## config.mk

```make
export PLATFORM = sky130hd
export DESIGN_NAME = morse_tx_ctrl_flat
export DESIGN_NICKNAME = d
export VERILOG_FILES = /design/src/rtl/morse_tx_ctrl_pkg.sv /design/src/rtl/morse_tx_ctrl_if.sv /design/src/rtl/morse_tx_ctrl_timer.sv /design/src/rtl/morse_tx_ctrl.sv /design/src/flat_wrapper.sv
export SDC_FILE = /design/constraint.sdc
export NUM_CORES = 1
export LEC_CHECK = 0
export ABC_AREA = 1
export BUFFER_PORTS_ARGS = -buffer_cell sky130_fd_sc_hd__buf_4
export CAP_MARGIN = 20
export CORE_ASPECT_RATIO = 0.6
export CORE_MARGIN = 5
export CORE_UTILIZATION = 25
export CTS_BUF_LIST = sky130_fd_sc_hd__clkbuf_8
export DETAILED_ROUTE_END_ITERATION = 12
export GPL_ROUTABILITY_DRIVEN = 0
export PLACE_DENSITY = 0.35
export SLEW_MARGIN = 20
export SYNTH_ARGS = -nofsm -noshare
export SYNTH_HDL_FRONTEND = slang
export SYNTH_HIERARCHICAL = 1
export SYNTH_SLANG_ARGS = --single-unit
```

## constraint.sdc

```tcl
create_clock -name clk -period 7.85 [get_ports clk]
set_clock_uncertainty 0.1 [all_clocks]
set_input_delay 0 -clock clk [delete_from_list [all_inputs] [get_ports clk]]
set_output_delay 0 -clock clk [all_outputs]
set_load 0.01 [all_outputs]
```

## src/rtl/morse_tx_ctrl_pkg.sv

```systemverilog
// Shared types and letter table for the Morse transmitter.
// Optional abort input is enabled by MORSE_ABORT_EN.
package morse_pkg;

  localparam logic [1:0] S_IDLE = 2'd0;
  localparam logic [1:0] S_ON   = 2'd1;
  localparam logic [1:0] S_GAP  = 2'd2;
  localparam logic [1:0] S_DONE = 2'd3;

  localparam logic [1:0] DOT_UNITS  = 2'd1;
  localparam logic [1:0] DASH_UNITS = 2'd3;
  localparam logic [1:0] GAP_UNITS  = 2'd1;

  // {len, pat}: pat LSB is sent first, 1 = dash
  function automatic logic [6:0] morse_lookup(
    input logic [2:0] letter
  );
    logic [6:0] r;
    r = 7'd0;
    unique case (letter)
      3'd0: r = {3'd2, 4'b0010};
      3'd1: r = {3'd4, 4'b0001};
      3'd2: r = {3'd4, 4'b0101};
      3'd3: r = {3'd3, 4'b0001};
      3'd4: r = {3'd1, 4'b0000};
      3'd5: r = {3'd4, 4'b0100};
      3'd6: r = {3'd3, 4'b0011};
      3'd7: r = {3'd4, 4'b0000};
      default: r = 7'd0;
    endcase
    return r;
  endfunction

endpackage

```

## src/rtl/morse_tx_ctrl_if.sv

```systemverilog
// Control/status bundle between the board inputs and the sequencer.
// The abort signal exists only when MORSE_ABORT_EN is defined.
interface morse_tx_ctrl_if;

  logic       start;
  logic [2:0] letter;
  logic       led;
  logic       busy;
  logic       done;
`ifdef MORSE_ABORT_EN
  logic       abort;

  modport master (
    output start, letter, abort,
    input  led, busy, done
  );

  modport slave (
    input  start, letter, abort,
    output led, busy, done
  );
`else
  modport master (
    output start, letter,
    input  led, busy, done
  );

  modport slave (
    input  start, letter,
    output led, busy, done
  );
`endif

endinterface

```

## src/rtl/morse_tx_ctrl_timer.sv

```systemverilog
// Unit timer: counts units*UNIT_CYCLES cycles and flags the last one.
// Holds at the limit rather than wrapping; clr restarts from zero.
module morse_unit_timer #(
  parameter int unsigned UNIT_CYCLES = 25_000_000
) (
  input  logic       clk,
  input  logic       reset,
  input  logic       clr,
  input  logic [1:0] units,
  output logic       expired
);

  localparam int unsigned TMR_W =
    $clog2(3 * UNIT_CYCLES + 1);

  logic [TMR_W-1:0] cnt;
  logic [TMR_W-1:0] limit;

  assign limit =
    TMR_W'(units) * TMR_W'(UNIT_CYCLES);

  assign expired = (cnt == limit - TMR_W'(1));

  always_ff @(posedge clk) begin
    if (!reset || clr) begin
      cnt <= '0;
    end else if (!expired) begin
      cnt <= cnt + TMR_W'(1);
    end
  end

endmodule

```

## src/rtl/morse_tx_ctrl.sv

```systemverilog
// Morse sequencer: letter A..H to timed dots, dashes and gaps on led.
// Define MORSE_ABORT_EN to add the abort input.
module morse_tx_ctrl
  import morse_pkg::*;
#(
  parameter int unsigned UNIT_CYCLES = 25_000_000
) (
  input logic             clk,
  input logic             reset,
  morse_tx_ctrl_if.slave  bus
);

  logic [1:0] state;
  logic [1:0] state_nxt;
  logic [3:0] pat;
  logic [2:0] len;
  logic       expired;
  logic       clr;
  logic [1:0] units;
  logic       kill;
  logic [6:0] lut;
  logic       led_d;
  logic       busy_d;
  logic       done_d;
  logic       led_q;
  logic       busy_q;
  logic       done_q;

`ifdef MORSE_ABORT_EN
  assign kill = bus.abort && (state != S_IDLE);
`else
  assign kill = 1'b0;
`endif

  assign lut = morse_lookup(bus.letter);

  always_comb begin
    units = DOT_UNITS;
    unique case (1'b1)
      (state == S_GAP):  units = GAP_UNITS;
      (state == S_ON && pat[0]): units = DASH_UNITS;
      default: units = DOT_UNITS;
    endcase
  end

  assign clr = (state_nxt != state) ||
               (state == S_IDLE);

  morse_unit_timer #(
    .UNIT_CYCLES(UNIT_CYCLES)
  ) u_timer (
    .clk    (clk),
    .reset  (reset),
    .clr    (clr),
    .units  (units),
    .expired(expired)
  );

  always_ff @(posedge clk) begin
    if (!reset) begin
      state <= S_IDLE;
    end else begin
      state <= state_nxt;
    end
  end

  always_comb begin
    state_nxt = state;
    unique case (state)
      S_IDLE: begin
        if (bus.start) state_nxt = S_ON;
      end
      S_ON: begin
        if (expired) begin
          state_nxt = (len > 3'd1) ? S_GAP : S_DONE;
        end
      end
      S_GAP: begin
        if (expired) state_nxt = S_ON;
      end
      S_DONE: state_nxt = S_IDLE;
      default: state_nxt = S_IDLE;
    endcase
    if (kill) state_nxt = S_IDLE;
  end

  always_comb begin
    led_d  = (state_nxt == S_ON);
    busy_d = (state_nxt != S_IDLE);
    done_d = (state_nxt == S_DONE);
  end

  always_ff @(posedge clk) begin
    if (!reset) begin
      led_q  <= 1'b0;
      busy_q <= 1'b0;
      done_q <= 1'b0;
    end else begin
      led_q  <= led_d;
      busy_q <= busy_d;
      done_q <= done_d;
    end
  end

  // Symbol shift happens as a gap hands over to the next symbol
  always_ff @(posedge clk) begin
    if (!reset) begin
      pat <= '0;
      len <= '0;
    end else if (state == S_IDLE && bus.start) begin
      pat <= lut[3:0];
      len <= lut[6:4];
    end else if (state == S_GAP &&
                 state_nxt == S_ON) begin
      pat <= pat >> 1;
      len <= len - 3'd1;
    end
  end

  assign bus.led  = led_q;
  assign bus.busy = busy_q;
  assign bus.done = done_q;

endmodule

```

## src/flat_wrapper.sv

```systemverilog
// flat-port wrapper written by rule: the top's interface ports become plain ports
module morse_tx_ctrl_flat import morse_pkg::*;
#(
  parameter int unsigned UNIT_CYCLES = 25_000_000
)
  (clk, reset, bus_start, bus_letter, bus_led, bus_busy, bus_done);
  morse_tx_ctrl_if bus_i ();
  input logic clk;
  input logic reset;
  input wire logic [$bits(bus_i.start)-1:0] bus_start;
  input wire logic [$bits(bus_i.letter)-1:0] bus_letter;
  output wire logic [$bits(bus_i.led)-1:0] bus_led;
  output wire logic [$bits(bus_i.busy)-1:0] bus_busy;
  output wire logic [$bits(bus_i.done)-1:0] bus_done;
  assign bus_i.start = bus_start;
  assign bus_i.letter = bus_letter;
  assign bus_led = bus_i.led;
  assign bus_busy = bus_i.busy;
  assign bus_done = bus_i.done;
  morse_tx_ctrl #(.UNIT_CYCLES(UNIT_CYCLES)) u_core (.clk(clk), .reset(reset), .bus(bus_i));
endmodule
```

==> flow_summary_export.csv <==
group,metric,value,unit
timing,rsz0062_at_grt,"false",
cells_and_area,area_growth,12.23,%
synthesis,synth_flop_cell,"dfxtp_1",
cells_and_area,diodes,0,
clock_network,clkSlewWorstSetupHoldPaths,0.08,ns
synthesis,yosys-top-cells-count,"133 x nand2_1, 68 x nor2_1, 63 x inv_1",
drt,vias_per_cell,4.238,
grt,grt_pass1_vias,2390,
grt,grt_util_all_layers,12.06,%
drt,drtIter0Drc,187,
clock_network,ctsLongestPathBuffers,2,
drt,routedWlPerCell,12.86,um
synthesis,synth_adder_area_share,5.039,%
floorplanning,core_area,10630,um^2
cells_and_area,drive_gt1_share,10.15,%
clock_network,cts_root_buffer,"clkbuf_8",
worst_hold_path,hold_path.class,"in -> reg",
clock_network,worstSkewPairLatency,0.30,ns
flow_run,max_cap_violations,0,
timing,hold_viol,0,
synthesis,synth_top_family_by_area,"simple AND/OR/NAND/NOR gates",
synthesis,netlist_instances,454,
worst_setup_path,crit_type,"reg -> reg",
worst_setup_path,endpoint_kind,"flip-flop",
clock_network,post_cts_buffers,0,
synthesis,synth_xor_xnor_area_share,3.527,%
synthesis,synth_area,2731,um^2
grt,grt_pass1_wl,12.65,mm
floorplanning,die_area,13180,um^2
pwr,p_leak,1.270,nW
synthesis,synthArstFlopShare,0,%
timing,hold_ws,0.02833,ns
status,status,"finished, final reports clean",
cells_and_area,final_util,28.83,%
grt,grt_overflow_total,0,
placed_design,hpwl,6.152,mm
pwr,ir_worst_vdd,0.06179,mV
synthesis,synth_area_leaders,"dfxtp_1 28%, nand2_1 18%, nor2_1 9.3%, inv_1 8.7%, nand3_1 6.6%",
placed_design,dpl_cell_area,2903,um^2
clock_network,cts_tree,"done",
timing,slew_violations,0,
floorplanning,pin_count,9,
drt,routed_wl,7.744,mm
floorplanning,num_rows,29,
cells_and_area,fin_nets,479,
synthesis,synth_seq_cells,38,
grt,antenna_found_initial,0,
synthesis,syn_area_per_cell,6.016,um^2
worst_setup_path,cp_max_fo,39,
timing,post-route-period-util,44.31,%
clock_network,cts_buffers,5,
floorplanning,dieWidth,144.9,um
synthesis,yosys.cell_types.count,29,
drt,drtAntennaViolNets,0,
synthesis,synth_top_area_cell,"dfxtp_1",
worst_setup_path,critPathRequiredTime,7.93,ns
synthesis,yosys.area_share.simple,40.63,%
placed_design,numPortBuffers,8,
clock_network,cts.sinks,38,
clock_network,cts_resized,0,
cells_and_area,finalInstanceArea,3065,um^2
clock_network,h-tree-depth,2,
drt,firstDrtPassIters,4,
floorplanning,start_util,25.69,%
synthesis,synth.area.mux_share,0,%
timing,tns,0,ns
synthesis,synth_top_cell_area_share,27.85,%
timing,slew_headroom,44.22,%
pwr,p_per_area,151.0,nW/um^2
timing,fmaxAchievable,287.5,MHz
grt,grt_max_degree,40,
synthesis,ys_warn_count,6,
floorplanning,fp.dieH,90.97,um
worst_setup_path,critPathArrivalTime,3.56,ns
synthesis,post-synth-top-count-cell,"nand2_1",
timing,tightest_slew,0.8358,ns
synthesis,yosysSeqAreaShare,27.85,%
worst_setup_path,start_kind,"flip-flop",
synthesis,synth_compound_gate_area_share,9.620,%
synthesis,synth_edf_count,0,
drt,drc_errors,0,
drt,num_vias,2551,
timing,min_period,3.478,ns
timing,setup_violations,0,
registers in the layout, summed over array words and instances (netlist names):
signal              flops
u_core/state            2
u_core/len              3
u_core/bus.done         1
u_core/pat              3
u_core/u_timer/cnt     27
u_core/bus.busy         1
u_core/bus.led          1
routing by layer:
layer	GRT usage [%]	part of all wire, %	up-vias
met3	2.786	4.2	7
met4	2.508	0.75	0
met1	20.41	63	1111
li1	-	-	1399
met2	14.57	32	34
met5	0	0	-
final timing paths:
| kind | start | end | cells after the start | slack, ns |
|---|---|---|---|---|
| hold / removal | bus_start | u_core/bus.busy | 5 | 0.03 |
| setup / recovery | u_core/state[1] | u_core/u_timer/cnt[5] | 18 | 4.37 |
| setup reg to reg | u_core/state[1] | u_core/u_timer/cnt[5] | 18 | 4.37 |
| hold reg to reg | u_core/pat[2] | u_core/pat[2] | 2 | 0.37 |
where the power goes:
part           internal (mW)  switching [mW]  total (mW)
Sequential             0.197         0.00271       0.199
Combinational         0.0184          0.0317      0.0501
Clock                  0.136          0.0778       0.213
Total                  0.351           0.112       0.463
kinds of logic (layout without fill, tap and decap cells):
group / Yosys count / in the layout
AO/OA/AOI/OAI: 46 / 46
XOR/XNOR: 11 / 11
adder cells (fa/ha/maj): 11 / 11
buffers and inverters: 87 / 93
flip-flops: 38 / 38
other: 1 / 4
AND/OR/NAND/NOR: 260 / 260
critical path: stages (launching register included):
cell	delay, ns
dfxtp_1	0.34
inv_1	0.09
nand2_1	0.08
nor2_1	0.17
inv_1	0.09
ha_1	0.32
nand2_1	0.10
nand2_1	0.05
nor2_1	0.10
nand2_1	0.07
nor2_2	0.11
nand3_2	0.63
inv_1	0.34
inv_1	0.10
o21ai_0	0.09
nor2_1	0.07
buf_4	0.21
inv_1	0.22
a21oi_1	0.07
through the flow:
step                power [mW]  instances  setup WS (ns)
floorplan               0.2385        457          5.158
global placement        0.2518        592          4.423
detailed placement      0.2513        592          4.334
CTS                     0.4694        602          4.310
global route            0.4863        602          3.850
finish                  0.4629        602          4.372
cell type report:
type | instances | area, um^2
fill | 1209 | 7566
timing repair buffer | 11 | 87.58
clock inverter | 2 | 60.06
inverter | 74 | 279.0
clock buffer | 6 | 82.58
tap | 139 | 173.9
sequential | 38 | 760.7
multi-input combinational | 332 | 1622
timing repair:
action | CTS | global route
endpoints found under the setup margin | 0 | 0
hold buffers | 2 | 0
hold endpoints to repair | 11 | 0
placed cells by master (no fill, tap or decap), types with 9 or more instances in the layout:
cell and count:
nand2_1 133, buf_4 9, inv_1 63, a21oi_1 20
o21ai_1 9, nand3_1 36, ha_1 11, nor2_1 68
dfxtp_1 38
(Power assumes the default switching activity.)
